`config.mk`:
```
export PLATFORM = sky130hd
export DESIGN_NAME = ppu_frame_timer
export DESIGN_NICKNAME = d
export VERILOG_FILES = /design/src/rtl/ppu_pkg.sv /design/src/rtl/ppu_vblank_nmi.sv /design/src/rtl/ppu_frame_timer.sv
export SDC_FILE = /design/constraint.sdc
export NUM_CORES = 1
export LEC_CHECK = 0
export ABC_AREA = 0
export ABC_CLOCK_PERIOD_IN_PS = 3800
export CORE_MARGIN = 2
export CORE_UTILIZATION = 53
export DETAILED_ROUTE_END_ITERATION = 6
export PLACE_DENSITY_LB_ADDON = 0.15
export SLEW_MARGIN = 20
export SYNTH_ARGS = -nofsm -noshare
export SYNTH_HDL_FRONTEND = slang
export SYNTH_SLANG_ARGS = --single-unit
```
`constraint.sdc`:
```
create_clock -name clk -period 3.8 [get_ports clk]
set_clock_uncertainty 0.15 [all_clocks]
set_input_delay 0.76 -clock clk [delete_from_list [all_inputs] [get_ports clk]]
set_output_delay 0.76 -clock clk [all_outputs]
set_load 0.05 [all_outputs]
```
`src/rtl/ppu_pkg.sv`:
```
// Shared PPU timing types and NTSC default geometry for the frame timer and its helpers.
package ppu_pkg;

  typedef enum logic [1:0] {
    VISIBLE = 2'd0,
    POST    = 2'd1,
    VBLANK  = 2'd2,
    PRE     = 2'd3
  } ppu_phase_t;

  localparam int NTSC_H_TOTAL         = 341;
  localparam int NTSC_H_VISIBLE       = 256;
  localparam int NTSC_V_VISIBLE       = 240;
  localparam int NTSC_V_POST          = 1;
  localparam int NTSC_V_VBLANK        = 20;
  localparam int NTSC_V_TOTAL         = NTSC_V_VISIBLE + NTSC_V_POST + NTSC_V_VBLANK + 1;
  localparam int NTSC_VBLANK_SET_LINE = NTSC_V_VISIBLE + NTSC_V_POST;

  // Sprite evaluation for the next line runs from this dot to the end of the visible span.
  localparam int SPR_EVAL_FIRST_DOT   = 65;

  function automatic logic in_range(input int v, input int lo, input int hi);
    return (v >= lo) && (v <= hi);
  endfunction

endpackage

```
`src/rtl/ppu_vblank_nmi.sv`:
```
// VBLANK status flag with status-read race handling, and the registered active-low NMI output.
module ppu_vblank_nmi (
  input  logic clk,
  input  logic reset,
  input  logic set_evt,
  input  logic clr_evt,
  input  logic status_read,
  input  logic nmi_enable,
  output logic vblank_flag,
  output logic nmi_n
);

  logic vblank_q, vblank_d;
  logic nmi_n_q, nmi_n_d;

  // A read landing on the set cycle swallows the set, so that frame never raises NMI.
  always_comb begin
    vblank_d = vblank_q;
    if (set_evt && !status_read) begin
      vblank_d = 1'b1;
    end
    if (status_read) begin
      vblank_d = 1'b0;
    end else if (clr_evt) begin
      vblank_d = 1'b0;
    end
  end

  always_comb begin
    nmi_n_d = ~(vblank_q & nmi_enable);
  end

  always_ff @(posedge clk or negedge reset) begin
    if (!reset) begin
      vblank_q <= 1'b0;
      nmi_n_q  <= 1'b1;
    end else begin
      vblank_q <= vblank_d;
      nmi_n_q  <= nmi_n_d;
    end
  end

  assign vblank_flag = vblank_q;
  assign nmi_n       = nmi_n_q;

endmodule

```
`src/rtl/ppu_frame_timer.sv`:
```
// PPU dot/scanline counters, frame phase FSM, pipeline windows, line/frame strobes and VBLANK/NMI.
module ppu_frame_timer
  import ppu_pkg::*;
#(
  parameter int H_TOTAL     = NTSC_H_TOTAL,
  parameter int H_VISIBLE   = NTSC_H_VISIBLE,
  parameter int V_VISIBLE   = NTSC_V_VISIBLE,
  parameter int V_POST      = NTSC_V_POST,
  parameter int V_VBLANK    = NTSC_V_VBLANK,
  parameter bit ODD_SKIP_EN = 1'b1,
  parameter int CW          = 9
) (
  input  logic          clk,
  input  logic          reset,
  input  logic          pix_ce,
  input  logic          show_bg,
  input  logic          show_spr,
  input  logic          nmi_enable,
  input  logic          status_read,
  output logic [CW-1:0] dot,
  output logic [CW-1:0] scanline,
  output logic          render_active,
  output logic          fetch_en,
  output logic          spr_eval_en,
  output logic          vblank_flag,
  output logic          nmi_n,
  output logic          line_start,
  output logic          frame_done,
  output logic          odd_frame,
  output ppu_phase_t    phase_dbg
);

  localparam int V_TOTAL = V_VISIBLE + V_POST + V_VBLANK + 1;

  localparam logic [CW-1:0] H_LAST    = CW'(H_TOTAL - 1);
  localparam logic [CW-1:0] H_SKIP    = CW'(H_TOTAL - 2);
  localparam logic [CW-1:0] V_LAST    = CW'(V_TOTAL - 1);
  localparam logic [CW-1:0] VIS_LAST  = CW'(V_VISIBLE - 1);
  localparam logic [CW-1:0] POST_LAST = CW'(V_VISIBLE + V_POST - 1);
  localparam logic [CW-1:0] VBL_LAST  = CW'(V_VISIBLE + V_POST + V_VBLANK - 1);
  localparam logic [CW-1:0] SET_LINE  = CW'(V_VISIBLE + V_POST);
  localparam logic [CW-1:0] DOT_ONE   = CW'(1);

  logic [CW-1:0] dot_q, dot_d;
  logic [CW-1:0] scanline_q, scanline_d;
  logic          odd_q, odd_d;
  logic          wrap_q, wrap_d;
  ppu_phase_t    phase_q, phase_d;

  logic on_last_line;
  logic odd_skip;
  logic line_wrap;
  logic frame_wrap;
  logic rendering;
  logic vbl_set_evt;
  logic vbl_clr_evt;

  assign rendering    = show_bg | show_spr;
  assign on_last_line = (scanline_q == V_LAST);

  // Odd-frame skip: the pre-render line ends one dot early, jumping straight to line 0 dot 0.
  assign odd_skip   = ODD_SKIP_EN && odd_q && rendering && on_last_line && (dot_q == H_SKIP);
  assign line_wrap  = pix_ce && ((dot_q == H_LAST) || odd_skip);
  assign frame_wrap = line_wrap && on_last_line;

  // Counter next-state; wrap_q remembers that the current 0/0 came from a frame wrap.
  always_comb begin
    dot_d      = dot_q;
    scanline_d = scanline_q;
    odd_d      = odd_q;
    wrap_d     = wrap_q;
    if (pix_ce) begin
      wrap_d = frame_wrap;
      if (line_wrap) begin
        dot_d      = '0;
        scanline_d = on_last_line ? '0 : scanline_q + 1'b1;
      end else begin
        dot_d = dot_q + 1'b1;
      end
      if (frame_wrap) begin
        odd_d = ~odd_q;
      end
    end
  end

  always_ff @(posedge clk or negedge reset) begin
    if (!reset) begin
      dot_q      <= '0;
      scanline_q <= '0;
      odd_q      <= 1'b0;
      wrap_q     <= 1'b0;
    end else begin
      dot_q      <= dot_d;
      scanline_q <= scanline_d;
      odd_q      <= odd_d;
      wrap_q     <= wrap_d;
    end
  end

  // Phase FSM: state register.
  always_ff @(posedge clk or negedge reset) begin
    if (!reset) begin
      phase_q <= VISIBLE;
    end else begin
      phase_q <= phase_d;
    end
  end

  // Phase FSM: next state, stepping only on a line wrap.
  always_comb begin
    phase_d = phase_q;
    case (phase_q)
      VISIBLE: if (line_wrap && scanline_q == VIS_LAST) phase_d = (V_POST == 0) ? VBLANK : POST;
      POST:    if (line_wrap && scanline_q == POST_LAST) phase_d = VBLANK;
      VBLANK:  if (line_wrap && scanline_q == VBL_LAST) phase_d = PRE;
      PRE:     if (frame_wrap) phase_d = VISIBLE;
      default: phase_d = VISIBLE;
    endcase
  end

  // Phase FSM: outputs. Strobes are forced low while reset is held.
  always_comb begin
    render_active = (phase_q == VISIBLE) && in_range(int'(dot_q), 1, H_VISIBLE);
    fetch_en      = ((phase_q == VISIBLE) || (phase_q == PRE)) && rendering;
    spr_eval_en   = (phase_q == VISIBLE) && show_spr &&
                    in_range(int'(dot_q), SPR_EVAL_FIRST_DOT, H_VISIBLE);
    line_start    = reset && pix_ce && (dot_q == '0);
    frame_done    = reset && pix_ce && wrap_q;
  end

  assign vbl_set_evt = pix_ce && (scanline_q == SET_LINE) && (dot_q == DOT_ONE);
  assign vbl_clr_evt = pix_ce && (phase_q == PRE) && (dot_q == DOT_ONE);

  ppu_vblank_nmi u_vblank_nmi (
    .clk         (clk),
    .reset       (reset),
    .set_evt     (vbl_set_evt),
    .clr_evt     (vbl_clr_evt),
    .status_read (status_read),
    .nmi_enable  (nmi_enable),
    .vblank_flag (vblank_flag),
    .nmi_n       (nmi_n)
  );

  assign dot       = dot_q;
  assign scanline  = scanline_q;
  assign odd_frame = odd_q;
  assign phase_dbg = phase_q;

endmodule
```
; ---- Yosys cells after proc, flatten, opt, wreduce, memory -nomap -nowiden
; Cells that the tools add are included.
[op_classes]
add_sub_neg = 2
order_cmp = 3
n_eq_ne = 15
n_mux = 10
n_bitwise = 4
n_reduce_logical = 31
[ops]
columns = op, count
row1 = 9-bit equality test (second input constant), 4
row2 = 9-bit by 8-bit equality test with 1-bit output (second input constant), 3
row3 = 1-bit logical AND, 22
row4 = 9-bit by 1-bit adder with 9-bit output (second input constant), 2
row5 = 9-bit 2-to-1 mux, 2
row6 = 9-bit by 1-bit equality test with 1-bit output (second input constant), 1
row7 = 9-bit by 1-bit greater-or-equal comparator with 1-bit output (second input constant), 1
row8 = 9-bit by 7-bit greater-or-equal comparator with 1-bit output (second input constant), 1
row9 = 9-bit less-or-equal comparator (second input constant), 1
row10 = 9-bit logical NOT, 1
row11 = 2-bit 2-to-1 mux, 4
row12 = 2-bit inequality test (second input constant), 4
row13 = 2-bit one-hot mux with 4 select lines, 1
row14 = 2-bit equality test (second input constant), 2
row15 = 2-bit AND reduction, 2
row16 = 4-bit AND reduction, 1
row17 = 1-bit 2-to-1 mux, 3
row18 = 3-bit nonzero test, 1
row19 = 2-bit by 1-bit equality test with 1-bit output (second input constant), 1
row20 = 2-bit logical NOT, 1
row21 = 1-bit logical OR, 2
row22 = 1-bit NOT, 2
row23 = 1-bit AND, 1
row24 = 1-bit logical NOT, 1
row25 = 1-bit OR, 1
[word_totals]
ff_bits = 24
in_bits = 7
output_inout_bits = 28
word_cells = 72

; ---- Logic depth before layout (Yosys ltp)
; Gate-level depths: netlist of run 1.
[logic_depth]
depth_word = 9
ltp_mapped = 8
ltp_nobuf = 7

; ---- Cells and area by module
; From an unflattened synthesis of run 1, not the netlist that was laid out.
[unflattened]
cells_unflattened = 159
hier_area_um2 = 1502.7
[by_module_without_submodules]
columns = mod, instances, cells_per_inst, area_each_um2, seq_area_each_um2
row1 = ppu_frame_timer, 1, 154, 1433.9, 550.5
row2 = ppu_vblank_nmi, 1, 5, 68.8, 51.3

; ---- Least setup slack after synthesis of run 1
; Ideal clock, no wire load.
[synth_path]
kind = register to output
startpoint = register dot_q[2], in the netlist dot[2]
endpoint = output line_start
arrival_ns = 2.290
required_time_ns = 2.890
setup_slack_ns = 0.600
stages_incl_launch_ff = 5
path_buffers = 1
path_cell_list = dfrtp_1 clkbuf_1 nor3_1 nand3_1 nor3_1
[synth_between]
elab_chain_len = 2
[synth_rtl]
columns = element, line_no
row1 = start: declaration, ppu_frame_timer.sv:44  ; logic [CW-1:0] dot_q, dot_d;
row2 = start signal: assignment, ppu_frame_timer.sv:93  ; dot_q <= dot_d;
row3 = 9-bit logical NOT, ppu_frame_timer.sv:127  ; line_start = reset && pix_ce && (dot_q == '0);
row4 = 1-bit logical AND, ppu_frame_timer.sv:127
row5 = end: declaration, ppu_frame_timer.sv:27  ; output logic line_start,
; No other way between the ends.

; ---- Worst setup path after layout of run 1
[layout_path]
startpoint = register dot_q[2], in the netlist dot[2]
endpoint = output spr_eval_en
[layout_between]
elab_chain_len = 3
word_cells_on_any_way = 4
cone_classes = order compare (2) / reduce/logical (2)
[layout_rtl]
columns = element, line_no
row1 = 9-bit by 7-bit greater-or-equal comparator with 1-bit output or 9-bit less-or-equal comparator (tied branches), ppu_pkg.sv:23  ; return (v >= lo) && (v <= hi);
row2 = 1-bit logical AND *, ppu_pkg.sv:23
row3 = 1-bit logical AND *, ppu_frame_timer.sv:125  ; spr_eval_en = (phase_q == VISIBLE) && show_spr &&
row4 = end: declaration, ppu_frame_timer.sv:24  ; output logic spr_eval_en,
; Mark *: on every way between the ends. The rest lies on a longest branch, timed or not.

==> results of run 1 <==
where the power goes:
part	internal (mW)	total, mW	switching, mW	leakage (nW)
logic	0.114	0.328	0.213	0.471
registers	0.289	0.352	0.0629	0.311
clock network	0.0410	0.116	0.0749	0.0150
total	0.444	0.795	0.351	0.796
routing by layer:
layer,vias up,wire length (um)
met1,675,1420
met2,46,1730
met5,-,0
li1,637,-
met3,4,172
met4,0,41
per-stage QoR:
step                worst slack [ps]  instances  area, um^2
finish                           481        227        1890
detailed placement               634        223        1860
CTS                              464        227        1890
global placement                 652        223        1860
floorplan                        600        160        1470
global route                     318        227        1890
critical path, delay by kind of cell, from the launching register on:
kind,cells,cell delay (ps)
flip-flops,1,500
AO/OA/AOI/OAI,1,120
buffers and inverters,1,810
AND/OR/NAND/NOR,4,680
cell type report:
class	instances	area (um^2)
clock buffers	4	26.3
fillers	220	797
inverters	8	30.0
multi-input cells	123	810
flip-flops and latches	24	602
well taps	31	38.8
repair buffers	37	383
final timing paths:
check	end	from	cells past startpoint	slack, ps
setup / recovery	spr_eval_en	dot[2]	6	480
hold / removal	u_vblank_nmi.nmi_n	u_vblank_nmi.vblank_flag	1	290
setup reg to reg	scanline[5]	scanline[4]	7	1490
hold reg to reg	u_vblank_nmi.nmi_n	u_vblank_nmi.vblank_flag	1	290
max in group asynchronous	u_vblank_nmi.nmi_n	reset	2	2480
min in group asynchronous	scanline[6]	reset	2	730
registers in the layout, indices dropped and copies added (netlist names):
signal / cells
u_vblank_nmi.nmi_n: 1
u_vblank_nmi.vblank_flag: 1
scanline: 9
odd_frame: 1
wrap_q: 1
phase_dbg: 2
dot: 9
logic make-up after synthesis:
group | after synthesis
compound gates | 24
xor+xnor | 10
fa+ha+maj | 11
buf+inv | 13
flops | 24
mux | 4
simple gates | 74
cell usage in the layout, fill, tap and decap left out, types with 2 or more instances in the layout:
master	synthesis	routed
xnor2_1	4	4
inv_1	8	8
nand4_1	7	7
o31ai_1	2	2
clkdlybuf4s50_1	0	32
nor3_1	7	7
buf_12	0	2
buf_4	0	3
and3_1	3	3
a21oi_1	2	2
mux2i_1	2	2
nor2_1	19	19
clkbuf_4	0	3
nand3_1	11	11
dfrtp_1	23	23
ha_1	11	11
nand2_1	17	17
o21ai_0	10	10
mux2_2	2	2
nor2b_1	2	2
xor2_1	6	6
==> reports/results.ini, run 1 <==
[critical_path]
cp.required_ps = 2890
cp_max_fo = 8
crit_top_cell = nand3_1
crit_path_cell_trace = nor3_1, nand3_1, nand2_1, nand3_1, a21oi_1, clkdlybuf4s50_1
worstSetupPathType = reg -> out
slowest_delay_ps = 810
crit_arrival_ps = 2410
cp_slowest_cell = clkdlybuf4s50_1
worstSetupStartpointType = register
end_kind = output port

[cells_and_area]
antenna_cells = 0
drive_above_1_share = 0.0816
nets = 215
synthToLayoutAreaGrowth_pct = 28.6
fin_util = 0.703

[die]
die_w_um = 56.6
core_area_mm2 = 0.00269
num_rows = 19
start_util = 0.547
die_area_mm2 = 0.00321
die_h_um = 56.6
io_pins = 35

[sta]
rsz0062_at_grt = false
maxSlewViolCount = 0
setup_violations = 0
finalHoldViolCount = 0
whs_ps = 291
fmax_mhz = 301
period_minus_slack_ps = 3320
slew_headroom = 0.660
tightest_slew_ps = 509
fin_tns_setup_ps = 0
timing.final.crit_share = 0.873

[global_routing]
grt_use_total = 0.217
grtUsageMet2 = 0.394
top_usage_layer = met2
grt_pass1_vias = 1302
met1_usage = 0.262
antenna_found_initial = 0
grt_max_degree = 25
grt_pass1_wl_um = 5510
met3_usage = 0.0276
grt_overflow = 0

[logic_synthesis]
synth.avg_cell_area_um2 = 9.18
synth_top_family_by_area = simple AND/OR/NAND/NOR gates
synth_cell_types = 40
synth-seq-area-share = 0.410
syn_area_mm2 = 0.00147
synthesis.nets = 178
yosys-top-cells-area = dfrtp_1 39%, ha_1 9.4%, nor2_1 4.9%
yosysWarnings = 0
yosys-top-cells-count = 23 x dfrtp_1, 19 x nor2_1, 17 x nand2_1
synth-main-ff-cell = dfrtp_1
ys_ff_latch = 24
synth_xor_area_frac = 0.0596
synthAdderAreaFrac = 0.0937
post-synth-top-count-cell = dfrtp_1
synthSimpleGateAreaFrac = 0.262
synth_compound_area_frac = 0.106
post-synth-top-area-cell = dfrtp_1
synth_top_area_frac = 0.392
yosys-mux-area-fraction = 0.0290
synth-edff-count = 0
synthArstFlopShare = 1.00
syn_inst = 160

[placement]
gp_congestion = 0.881
port_buffers = 34
hpwlAfterDp_um = 2560

[route]
firstDrtPassIters = 4
wirelength_um = 3360
viasPerCell = 6.00
drcViolationCount = 0
num_vias = 1362
wl_per_cell_um = 14.8
postRouteAntennaNets = 0
drtIter0Drc = 54

[pwr]
peakVddDrop_v = 0.000451
power.density_mw_per_mm2 = 421
power_mw = 0.795
p_leak_nw = 0.796

[run]
drv_cap = 0

[worst_hold_path]
hold_path.class = reg -> reg

[clock_network]
h-tree-depth = 1
cts.clk_slew.worst_paths_ps = 130
clk_latency_ps = 310
cts-root-buf = clkbuf_4
cts-buffers-inserted = 3
hold_buffers = 0
cts_sinks = 24
clockBufferDepth = 2
post_cts_buffers = 0
cts_tree = yes
cts_resized = 0

[outcome]
status = complete, no violations

No activity file was read; power rests on OpenSTA's default activity.
==> run 2, diff against run 1 <==
--- a/config.mk
+++ b/config.mk
@@ -15,3 +15,4 @@
 export SYNTH_ARGS = -nofsm -noshare
 export SYNTH_HDL_FRONTEND = slang
 export SYNTH_SLANG_ARGS = --single-unit
+export TNS_END_PERCENT = 100
==> results of run 2 <==
The final DEF is identical to that of run 1; final timing and power are the same.
